`src/rtl/ram_mr1w.sv`:
```
// ram_mr1w: multi-read, single-write synchronous RAM with registered reads, priority debug port,
// optional write-first bypass and an optional post-reset clear sweep.
module ram_mr1w #(
    parameter int WIDTH = 32,
    parameter int DEPTH = 32,
    parameter int ADDR_WIDTH = 5,
    parameter int NUM_READ = 3,
    parameter int BYPASS = 0,
    parameter int CLEAR_ON_RESET = 0,
    parameter logic [WIDTH-1:0] CLEAR_VALUE = '0
) (
    input  logic                           clk,
    input  logic                           rst,
    input  logic [NUM_READ*ADDR_WIDTH-1:0] raddr,
    output logic [NUM_READ*WIDTH-1:0]      rdata,
    input  logic [ADDR_WIDTH-1:0]          waddr,
    input  logic [WIDTH-1:0]               wdata,
    input  logic                           wen,
    input  logic [ADDR_WIDTH-1:0]          debug_write_addr,
    input  logic [WIDTH-1:0]               debug_write_data,
    input  logic                           debug_write_en,
    input  logic [ADDR_WIDTH-1:0]          debug_addr,
    output logic [WIDTH-1:0]               debug_data,
    output logic                           ready
);
    typedef enum logic {CLEAR, RUN} state_t;
    state_t state, next_state;
    logic [ADDR_WIDTH-1:0] cptr;
    logic [WIDTH-1:0] mem [DEPTH];
    logic [ADDR_WIDTH-1:0] rd_addr [NUM_READ+1];
    logic [WIDTH-1:0] rd_next [NUM_READ+1];
    logic dbg_ok, fn_ok, sweep, last;

    function automatic logic in_range(input logic [ADDR_WIDTH-1:0] a);
        return {1'b0, a} < (ADDR_WIDTH+1)'(DEPTH);
    endfunction

    assign sweep = state == CLEAR && !rst;
    assign last = cptr == ADDR_WIDTH'(DEPTH - 1);
    // Debug writes stay live through reset so operands can be preloaded before release.
    assign dbg_ok = state == RUN && debug_write_en && in_range(debug_write_addr);
    assign fn_ok = state == RUN && !rst && wen && in_range(waddr)
                   && !(dbg_ok && waddr == debug_write_addr);

    always_ff @(posedge clk) begin
        if (rst) state <= CLEAR_ON_RESET != 0 ? CLEAR : RUN;
        else state <= next_state;
    end

    always_comb begin
        next_state = state == CLEAR && last ? RUN : state;
    end

    assign ready = state == RUN;

    always_ff @(posedge clk) begin
        if (rst) cptr <= '0;
        else if (state == CLEAR) cptr <= cptr + 1'b1;
    end

    always_ff @(posedge clk) begin
        if (sweep) mem[cptr] <= CLEAR_VALUE;
        else begin
            if (dbg_ok) mem[debug_write_addr] <= debug_write_data;
            if (fn_ok) mem[waddr] <= wdata;
        end
    end

    // Slot NUM_READ is the debug read port; it shares the functional read path.
    always_comb begin
        for (int k = 0; k < NUM_READ; k++) rd_addr[k] = raddr[k*ADDR_WIDTH +: ADDR_WIDTH];
        rd_addr[NUM_READ] = debug_addr;
        for (int k = 0; k <= NUM_READ; k++)
            rd_next[k] = !in_range(rd_addr[k]) ? '0
                       : BYPASS != 0 && dbg_ok && debug_write_addr == rd_addr[k] ? debug_write_data
                       : BYPASS != 0 && fn_ok && waddr == rd_addr[k] ? wdata
                       : mem[rd_addr[k]];
    end

    always_ff @(posedge clk) begin
        for (int k = 0; k < NUM_READ; k++)
            rdata[k*WIDTH +: WIDTH] <= rst || state == CLEAR ? '0 : rd_next[k];
        debug_data <= rst || state == CLEAR ? '0 : rd_next[NUM_READ];
    end
endmodule
```
`config.mk`:
```
export PLATFORM = sky130hd
export DESIGN_NAME = ram_mr1w
export DESIGN_NICKNAME = d
export VERILOG_FILES = /design/src/rtl/ram_mr1w.sv
export SDC_FILE = /design/constraint.sdc
export NUM_CORES = 2
export LEC_CHECK = 0
export CAP_MARGIN = 0
export CORE_MARGIN = 1.5
export CORE_UTILIZATION = 49
export DETAILED_ROUTE_END_ITERATION = 16
export PLACE_DENSITY = 0.66
export SKIP_LAST_GASP = 1
export SLEW_MARGIN = 25
export SYNTH_ARGS = -nofsm -noshare
export SYNTH_HDL_FRONTEND = slang
export SYNTH_SLANG_ARGS = --single-unit
```
`constraint.sdc`:
```
create_clock -name clk -period 4.7 [get_ports clk]
set_input_delay 0.94 -clock clk [delete_from_list [all_inputs] [get_ports clk]]
set_output_delay 0.94 -clock clk [all_outputs]
set_load 0.02 [all_outputs]
```
==> results.md <==
- Final ANT Viol Nets: 0
- CTS root buffer: clkbuf_16
- PD cells: 307 mW/mm2
- Met1 usage: 53.1%
- Asr flop ratio synth: 0%
- Crit path launch type: primary input
- Final hold vios: 0
- Int Pwr: ~20,000 uW
- Post-synth EDFFs: 1,024
- Yosys cell types: between 40 and 50
- Max-cap violations: 0
- Post-layout util: 55.8%
- Die Height: 407 um
- Net switching power: 7830 uW
- Routed via count: around 59,000
- Cell count after synthesis: 5,097
- Drt drc: 0
- Initial antenna violation count: 31
- Fmax: 270 MHz
- DR vias/cell: 7.98
- Final Cycle Share: 78.9%
- Core Footprint: 0.162 mm2
- Crit Path Category: in2reg
- Post-Syn Area: between 0.07 and 0.08 mm2
- WP data arrival: ~4300 ps
- Worst Skew: 37.6 ps
- DP HPWL: 221 mm
- Total GRT Usage: 41.4%
- Setup crit end kind: flip-flop
- Pre-antenna DRT Iters: 6
- Top cells by area, synth: edfxtp_1 38%, mux4_2 25%, mux2_2 13%, mux2i_1 6.4%, dfxtp_1 3.2%
- Die W: 407 um
- Resized Gates After CTS: 0
- Worst slew margin: 21.4%
- Status: complete, no violations
- Vias in the first global route: 57,100
- Combinational power share: between 10% and 20%
- Clock latency at the later pin of the worst-skew pair: 810 ps
- Clk sinks: 1,152
- First-pass GRT wire length: 469 mm
- TritonCTS clock tree: built
- Largest net degree at the start of global routing: 74
- Wire length per cell: 46.4 um
- RSZ-0062 raised after global routing: false
- Tmin final: ~3700 ps
- Port Buffer Count: 225
- Switching Share: 28.2%
- Final nets: 5,227
- Final wirelength: 345 mm
- GR Overflow Total: 0
- Met3 Use GR: 14.9%
- Area Overhead vs Synth: 13.2%
- Post-synth net total: approximately 5,200
- Htree depth: 4
- Most common cell after layout, fill and taps aside: edfxtp_1
- Clock transition at path regs: around 60 ps
- Yosys warns: 0
- Post-CTS Setup Inserts: 0
- Flop pwr share: a little over two fifths
- FF+latch count, synth: 1,152
- Slew Viols, Final: 0
- Seq/Total Area, Yosys: between 40% and 50%
- Hold crit path type: in2reg
- Average cell area after synthesis: between 15 and 20 um2
- Clock share of power: 40.7%
- Iter 0 DRT Violations: 10,800
- Area leader, netlist: edfxtp_1
- Top-area cell type share of the netlist area: roughly two fifths
- Max Fanout on Critical Path: 13
- Share of layout cells above drive strength 1: 48.9%
- Max IR drop VDD: 0.388 mV
- Cts hold-fix bufs: 0
- Clock Path Buffers: 3
- Most frequent cells in the layout: 1,024 x edfxtp_1, 919 x mux2_2, 896 x mux4_2
- Pleak: 0.0306 uW
- Die area: 0.166 mm2
- Synth Flop Type: edfxtp_1
- Setup tns final: 0 ps
- Grt peak-use layer: met2
- Gp weighted congestion: 0.979
- I/O pins: about 230
- CTS buffer count: 140
- Worst-margin pin slew: 1170 ps
- Met2 usage: 58.9%
- Initial Util: 49.3%
- Floorplan row count: 148
- Dpl ws: 326 ps
- PnR worst setup slack: 991 ps
- Setup violators final: 0
- Worst Path Required: 5240 ps
routing by layer:
metal	vias up	wire, um
li1	21700	-
met1	30400	117000
met2	5796	146000
met3	1322	53900
met4	26	28100
met5	-	197
state kept, by name, summed over array words and instances, names as in the netlist:
register,cells
mem,1024
debug_data,32
rdata,96
layout make-up:
class	count	area, um2
diodes	15	37.5
repair buffers	593	6220
clock inverters	81	886
flip-flops and latches	1152	33300
inverters	4	25.0
well taps	2175	2720
clock buffers	175	3780
fillers	13000	71800
multi-input cells	3238	43600
cell families after synthesis:
logic type / Yosys count / synth area share (%)
compound gates: 670 / 6.82
xor+xnor: 5 / 0.0735
buf+inv: 707 / 4.61
flops: 1152 / 41.6
mux: 2432 / 46.0
other cells: 1 / 0.00469
simple gates: 130 / 0.804
worst max-delay path, stage by stage:
cell and delay (ps):
clkdlybuf4s50_1 840, xnor2_2 200, nand4_4 350, buf_12 310, o211ai_4 940, buf_4 300, mux2_2 330
synthesized netlist by cell type, types with 58 or more instances:
master / number
edfxtp_1: 1024
mux2_2: 919
mux4_2: 896
mux2i_1: 512
clkbuf_1: 325
buf_2: 210
a221o_1: 128
a22oi_1: 128
a31oi_1: 128
dfxtp_1: 128
o21ai_0: 126
mux2_1: 105
a221oi_1: 94
buf_4: 88
nand2_1: 73
buf_6: 58
power groups by stage:
stage / combinational, uW / sequential, uW / clock [uW]
after CTS: 4690 / 11600 / 11300
after floorplan: 2730 / 11900 / 0
final: 4860 / 11600 / 11300
after global routing: 4910 / 11600 / 11700
after detailed placement: 4680 / 11800 / 0
after global placement: 4650 / 11800 / 0
through the flow:
step                cells  cell area [um2]  total power (uW)  hold WS (ps)
finish               7433            90600             27800           868
global route         7426            90600             28200           837
CTS                  7418            90600             27600           773
detailed placement   7162            85900             16500           869
global placement     7160            85900             16500           859
floorplan            5097            80000             14600           740
path summary, 6_finish.rpt:
path	startpoint	endpoint	slack [ps]	cells after the start
hold / removal	raddr[3]	rdata[20]	870	3
hold reg to reg	mem[18][8]	rdata[72]	880	4
setup reg to reg	mem[12][21]	rdata[85]	2390	4
setup / recovery	waddr[4]	mem[8][27]	990	7
(Power assumes the default switching activity.)
